[config.mk]
export PLATFORM = sky130hd
export DESIGN_NAME = instr_fetch
export DESIGN_NICKNAME = d
export VERILOG_FILES = /design/src/rtl/mips_pkg.sv /design/src/rtl/if_id_reg.sv /design/src/rtl/instr_fetch.sv
export SDC_FILE = /design/constraint.sdc
export NUM_CORES = 1
export LEC_CHECK = 0
export BUFFER_PORTS_ARGS = -buffer_cell sky130_fd_sc_hd__buf_2
export CORE_ASPECT_RATIO = 0.8
export CORE_MARGIN = 2
export CORE_UTILIZATION = 57
export DETAILED_ROUTE_END_ITERATION = 8
export PLACE_DENSITY = 0.95
export SYNTH_ARGS = -nofsm -noshare
export SYNTH_HDL_FRONTEND = slang
export SYNTH_HIERARCHICAL = 1
export SYNTH_SLANG_ARGS = --single-unit
[constraint.sdc]
create_clock -name clk -period 3.7 [get_ports clk]
set_clock_uncertainty 0.15 [all_clocks]
set_input_delay 0.37 -clock clk [delete_from_list [all_inputs] [get_ports clk]]
set_output_delay 0.37 -clock clk [all_outputs]
set_load 0.05 [all_outputs]
[src/rtl/mips_pkg.sv]
// Shared types and constants for the MIPS instruction-fetch slice.
package mips_pkg;

  localparam int IMEM_ADDR_W = 6;
  localparam logic [31:0] RESET_PC_DEFAULT = 32'h0000_0000;

  typedef enum logic [0:0] {
    RUN   = 1'b0,
    FAULT = 1'b1
  } fetch_state_t;

  typedef struct packed {
    logic [31:0] instr;
    logic [31:0] pc;
    logic [31:0] pcplus4;
    logic        valid;
  } if_id_t;

  // True when a byte PC addresses a word inside a 2**aw-word memory.
  function automatic logic pc_in_range(input logic [31:0] pc, input int aw);
    return (pc >> (aw + 2)) == 32'd0;
  endfunction

endpackage

[src/rtl/if_id_reg.sv]
// IF/ID pipeline register: synchronous clear wins over the load enable.
module if_id_reg
  import mips_pkg::*;
(
  input  logic   clk,
  input  logic   clear,
  input  logic   enable,
  input  if_id_t d,
  output if_id_t q
);

  if_id_t q_r;

  // Capture the fetched instruction bundle, or flush it to a bubble.
  always_ff @(posedge clk) begin
    if (clear) begin
      q_r <= '0;
    end else if (enable) begin
      q_r <= d;
    end
  end

  assign q = q_r;

endmodule

[src/rtl/instr_fetch.sv]
// IF stage: PC register, next-PC selection, range fault FSM, IF/ID register and delivery counter.
module instr_fetch
  import mips_pkg::*;
#(
  parameter int          ADDR_W   = IMEM_ADDR_W,
  parameter logic [31:0] RESET_PC = RESET_PC_DEFAULT
) (
  input  logic              clk,
  input  logic              reset,
  output logic [ADDR_W-1:0] imem_addr,
  input  logic [31:0]       imem_rdata,
  input  logic              stall_d,
  input  logic              redirect_valid,
  input  logic [31:0]       redirect_pc,
  output logic [31:0]       instr_d,
  output logic [31:0]       pc_d,
  output logic [31:0]       pcplus4_d,
  output logic              valid_d,
  output logic              fetch_fault,
  output logic [31:0]       fetch_count
);

  fetch_state_t state_r, state_next_s;
  logic [31:0]  pc_r, pc_next_s;
  logic         fault_r;
  logic [31:0]  count_r;
  logic         in_range_s;
  logic         ifid_en_s;
  if_id_t       ifid_d_s, ifid_q_s;

  assign in_range_s = pc_in_range(pc_r, ADDR_W);
  assign imem_addr  = pc_r[ADDR_W+1:2];

  // State, PC, fault flag and delivery counter registers.
  always_ff @(posedge clk) begin
    if (reset) begin
      state_r <= RUN;
      pc_r    <= RESET_PC;
      fault_r <= 1'b0;
      count_r <= 32'd0;
    end else begin
      state_r <= state_next_s;
      pc_r    <= pc_next_s;
      fault_r <= (state_next_s == FAULT);
      count_r <= count_r + {31'd0, (ifid_q_s.valid && !stall_d)};
    end
  end

  // Next-state: a stalled RUN cycle holds, so a fault is only taken when ID can move.
  always_comb begin
    state_next_s = state_r;
    if (redirect_valid) begin
      state_next_s = RUN;
    end else begin
      case (state_r)
        RUN: begin
          if (!stall_d && !in_range_s) begin
            state_next_s = FAULT;
          end else begin
            state_next_s = RUN;
          end
        end
        FAULT:   state_next_s = FAULT;
        default: state_next_s = RUN;
      endcase
    end
  end

  // Next PC and IF/ID load value; a redirect is handled by the flush clear.
  always_comb begin
    pc_next_s = pc_r;
    ifid_en_s = !stall_d;
    ifid_d_s  = '{instr: imem_rdata, pc: pc_r, pcplus4: pc_r + 32'd4, valid: 1'b1};
    if (redirect_valid) begin
      pc_next_s = redirect_pc & 32'hFFFF_FFFC;
    end else begin
      case (state_r)
        RUN: begin
          if (stall_d) begin
            pc_next_s = pc_r;
          end else if (!in_range_s) begin
            ifid_d_s = '0;
          end else begin
            pc_next_s = pc_r + 32'd4;
          end
        end
        FAULT:   ifid_d_s = '0;
        default: ifid_d_s = '0;
      endcase
    end
  end

  if_id_reg u_if_id_reg (
    .clk    (clk),
    .clear  (reset | redirect_valid),
    .enable (ifid_en_s),
    .d      (ifid_d_s),
    .q      (ifid_q_s)
  );

  assign instr_d     = ifid_q_s.instr;
  assign pc_d        = ifid_q_s.pc;
  assign pcplus4_d   = ifid_q_s.pcplus4;
  assign valid_d     = ifid_q_s.valid;
  assign fetch_fault = fault_r;
  assign fetch_count = count_r;

endmodule
== Word-level counts from Yosys, hierarchy flattened ==
Cells that the tools add are included.
Storage, ports and cells
  register bits: 162
  bits of input ports: 68
  output and inout bits: 136
  logic and storage cells: 33
Cells by class
  add/sub/neg operators: 2
  equality and inequality tests: 2
  multiplexer cells: 9
  bitwise operators: 3
  reduce and logical (&&, ||, !) cells: 9
Operators by type and width (number)
  $mux 97: 2
  $pmux 97 s2: 1
  $mux 32: 4
  $add 32x1->32: 1
  $add 32x3->32 const B: 1
  $logic_not 32->1: 1
  $reduce_and 3->1: 2
  $logic_and 1x1->1: 2
  $logic_not 1->1: 2
  $ne 2x1->1 const B: 1
  $ne 2x2->1 const B: 1
  $not 1->1: 2
  $pmux 1 s2: 1
  $reduce_bool 2->1: 1
  $reduce_or 2->1: 1
  $mux 1: 1
  $or 1x1->1: 1

== Longest topological paths before layout ==
  word-level depth: 5
  gate-level depth with buffers: 10
  gate-level depth less buffers: 8

== Modules after synthesis ==
The synthesis kept the hierarchy.
By module, submodules not included
  instr_fetch: instances 1, cells each 471, area an instance 3848.7 µm², seq. area each 1261.2 µm²
  if_id_reg: instances 1, cells each 313, area an instance 3435.8 µm², seq. area each 1941.9 µm²

== Worst setup path after synthesis ==
Ideal clock, no wire load.
  kind: flip-flop to flip-flop
  from: register u_if_id_reg.q_r, in the netlist u_if_id_reg/q[0]
  to: register count_r[30] (netlist: fetch_count[30])
  setup time: 0.129 ns
  arrival: 2.237 ns
  required time: 3.421 ns
  slack: 1.184 ns
  cell stages (with the launch flop): 9
  buffers on the path: 0
  clock period less this slack: 2.516 ns
  cells stage by stage: dfxtp_1 > nor2b_1 > ha_1 > ha_1 > nand4_1 > nor4_4 > nand4_1 > xor2_1 > nor2_1
On the way
  cells in the longest elaborated chain, start to end: 2
RTL lines
  start, declared: RTL line if_id_reg.sv:12  | if_id_t q_r;
  start signal, assigned: RTL line if_id_reg.sv:17  | q_r <= '0;
  start signal, assigned: RTL line if_id_reg.sv:19  | q_r <= d;
  $logic_and 1x1->1: RTL line instr_fetch.sv:45  | count_r <= count_r + {31'd0, (ifid_q_s.valid && !stall_d)};
  $add 32x1->32: RTL line instr_fetch.sv:45
  end signal, assigned: RTL line instr_fetch.sv:45
  end, declared: RTL line instr_fetch.sv:26  | logic [31:0] count_r;
No other way between the ends.
A chain may end at the register's enable or synchronous reset.

==> results.md <==
- Lkg Pwr: between 4 and 5 nW
- Worst Setup End Kind: flip-flop
- Syn_area_per_cell: approximately 9.3 sq um
- Yosys cell types: 45
- Crit Path Max Fanout: 64
- Overflow left after global routing: 0
- Total track usage: 26.1%
- Vias: ~6100
- Root Driver: clkbuf_16
- Area Growth Syn to Fin: 21.7%
- Max stage delay cell, worst path: inv_2
- Reg2reg start: pc_r[26]$_SDFFE_PP0P_
- WL final: 18200 um
- Yosys warning count: 6
- DIE AREA: ~14000 sq um
- Synthesized cell area: around 7300 sq um
- Clk_lat worst skew: roughly 0.41 ns
- Clock slew at reported path FFs: 0.06 ns
- Arrival @ worst endpoint: ~2.9 ns
- Worst-margin pin slew: 1.10 ns
- Via density: ~5.3
- CTS H-tree lvls: 4
- Tcrit/Tclk final: between 70 and 80%
- CP Launch Type: flip-flop
- Die extent in x: between 100 and 150 um
- Initial DRC count: between 400 and 500
- Status: finished, final reports clean
- Placed cell areas: slightly above 8000 sq um
- GP Congestion: ~0.8
- Max_cap viols: 0
- Xor-xnor portion of the synthesized cell area: under 10%
- Row cnt: 36
- TritonCTS clock tree: yes
- Simple-Gate Fraction of Synth Area: between 20 and 30%
- Final setup violating endpoints: 0
- Setup_tns: 0 ns
- Routed WL per cell: 15.9 um
- Vias in the first global route: about 5800
- Complex-gate fraction of the synthesized area: between 1 and 1.5%
- Worst min-delay path class: input port to flip-flop
- PostCTS Resize Cnt: 0
- Adder-Cell Fraction of Synth Area: less than 1%
- Largest family of logic cells by synthesized area: simple AND/OR/NAND/NOR gates
- EDFF count, synth: 0
- Min Tclk post-route: between 2 and 3 ns
- Synth top area cells: dfxtp_1, mux2i_1, nor2_1
- Fillers: 931
- Sw Ratio: 25.3%
- R2r setup slk: between 1 and 1.5 ns
- Nets: 1028
- Commonest non-fill, non-tap cell in the layout: buf_2
- Port Buffer Count: ~200
- Fin area: 8860 sq um
- Top-level I/O count: 204
- Initial antenna violation count: 3
- Internal power: approximately 3.0 mW
- Reg-to-reg endpoint: u_if_id_reg/q[85]$_SDFFE_PP0P_
- Sequential fraction of the synthesis area: approximately 44%
- CP peak stage delay: just over 0.6 ns
- Post-CTS Hold Fix Bufs: 0
- Initial Util: 59.0%
- Hold Path End: pc_r[31]$_SDFFE_PP0P_
- DP HPWL: around 12000 um
- Pwr Total: ~4.1 mW
- Hold depth: 3
- Critical path class: flip-flop to flip-flop
- Power per cell area: approximately 460 nW/um^2
- Postcts setup bufs: 0
- DR pass1 iterations: 4
- Most frequent cells in the layout: buf_2, nor2_1, dfxtp_1, mux2i_1, and2_1
- Clock Sinks: between 150 and 200
- Post-synth top flop: dfxtp_1
- Async SR Flop Fraction: 0%
- Share of layout cells above drive strength 1: a little over a quarter
- Final Hold Viols: 0
- Register bit total from synthesis: 160
- Synth top area share: between 40% and 50%
- Slew Viols, Final: 0
- Reg power frac: 44.9%
- RSZ-0062 raised after global routing: false
- Core area: between 10000 and 15000 sq um
- Mux contribution to synthesized area: between 10% and 20%
- Reg2Reg Depth: 8
- Combined area of the multi-input logic cells: 3730 sq um
- Hold Startpoint: redirect_pc[31]
- Worst relative slew slack: between 20% and 30%
- Post-DRT Antenna Nets: 0
- Die Y: between 100 and 150 um
- Clock Path Buffers: 2
- Net Switching: 1.03 mW
- Worst-path cell chain: nor4_2 -> nand4_2 -> o21ai_1 -> a21oi_2 -> inv_2 -> and2_1 -> mux2i_1 -> nor2_1
- Cells after Synth: 784
- CP required: 3.88 ns
- First-pass GRT wire length: 28500 um
- Fmax: between 300 and 400 MHz
- Largest net degree at the start of global routing: between 90 and 100
- Peak supply drop: about 320 uV
- TritonCTS Buffers: 17
- Sequential Area: around 3200 sq um
- Yosys top cell by area: dfxtp_1
- DRC Markers: 0
- Clk network pwr share: approximately 44%
- Proportion of power drawn by combinational gates: 10.7%
[registers in the layout, summed over array words and instances, names as in the netlist]
register / count
fetch_count: 32
fetch_fault: 1
u_if_id_reg/q: 97
pc_r: 30
[final cells by class]
| class | instances | share of cell area, % |
|---|---|---|
| Clock inverter | 12 | 1.76 |
| Clock buffer | 20 | 5.15 |
| Inverter | 9 | 0.409 |
| Timing Repair Buffer | 206 | 11.9 |
| Sequential cell | 160 | 36.1 |
| Multi-Input combinational cell | 563 | 42.1 |
| Tap cell | 171 | 2.41 |
| Antenna cell | 3 | 0.0847 |
[logic make-up after synthesis]
group / after synthesis
compound gates: 14
flops: 160
simple gates: 361
buf+inv: 64
other cells: 1
fa+ha+maj: 3
mux: 121
xor+xnor: 60
[how the worst max path moves through the flow]
| stage | startpoint | endpoint | slack [ns] |
|---|---|---|---|
| after floorplan | u_if_id_reg/q[0]$_SDFFE_PP0P_ | fetch_count[30]$_SDFF_PP0_ | 1.18 |
| after global placement | stall_d | fetch_count[26]$_SDFF_PP0_ | 1.05 |
| after detailed placement | stall_d | fetch_count[30]$_SDFF_PP0_ | 1.00 |
| after CTS | pc_r[26]$_SDFFE_PP0P_ | u_if_id_reg/q[78]$_SDFFE_PP0P_ | 1.03 |
| after global routing | pc_r[20]$_SDFFE_PP0P_ | u_if_id_reg/q[85]$_SDFFE_PP0P_ | 0.85 |
| final | pc_r[26]$_SDFFE_PP0P_ | u_if_id_reg/q[85]$_SDFFE_PP0P_ | 1.03 |
[worst max-delay path: cells and delay by family (launching register included)]
family / cells / cell delay (ns)
mux: 1 / 0.07
flops: 1 / 0.38
compound gates: 2 / 0.34
buf+inv: 1 / 0.62
simple gates: 4 / 1.01
[cell usage after synthesis (2+ instances only)]
cell type / number
clkbuf_1: 21
nand4_1: 26
buf_4: 14
inv_1: 8
buf_8: 4
a211oi_1: 4
ha_1: 3
xor2_1: 41
nor4_4: 4
a21oi_1: 3
buf_6: 2
mux2i_1: 121
clkbuf_2: 6
nor4_2: 3
and4_1: 8
o21ai_0: 2
buf_2: 5
and2_1: 64
nand2_1: 14
or3_1: 2
dfxtp_1: 160
or2_2: 2
buf_1: 3
nor4_1: 3
xnor2_1: 19
nor2b_1: 3
and3_1: 9
nor2_1: 195
nand3_1: 19
[per-layer routing]
metal	wire length [um]	track usage, %	vias to the layer above
li1	-	-	2945
met1	7860	32.7	2867
met2	8720	42.7	202
met3	1020	5.33	42
met4	554	12.8	0
met5	0	0	-
[per-stage QoR]
step	hold slack [ns]	std cells	utilization (%)	setup slack, ns
floorplan	0.367	787	-	1.18
global placement	0.317	1109	66.8	1.05
detailed placement	0.328	1109	66.8	1.00
CTS	0.0316	1141	71.7	1.03
global route	0.0518	1144	71.8	0.851
finish	0.0349	1144	71.8	1.03
[power groups by stage]
stage / Sequential, mW / Clock [mW] / Combinational, mW
5_1_grt: 1.83 / 1.89 / 0.467
3_3_place_gp: 1.85 / 0 / 0.419
6_report: 1.82 / 1.80 / 0.433
2_1_floorplan: 1.92 / 0 / 0.269
3_5_place_dp: 1.86 / 0 / 0.429
4_1_cts: 1.82 / 1.82 / 0.433
No activity file was read; power rests on OpenSTA's default activity.
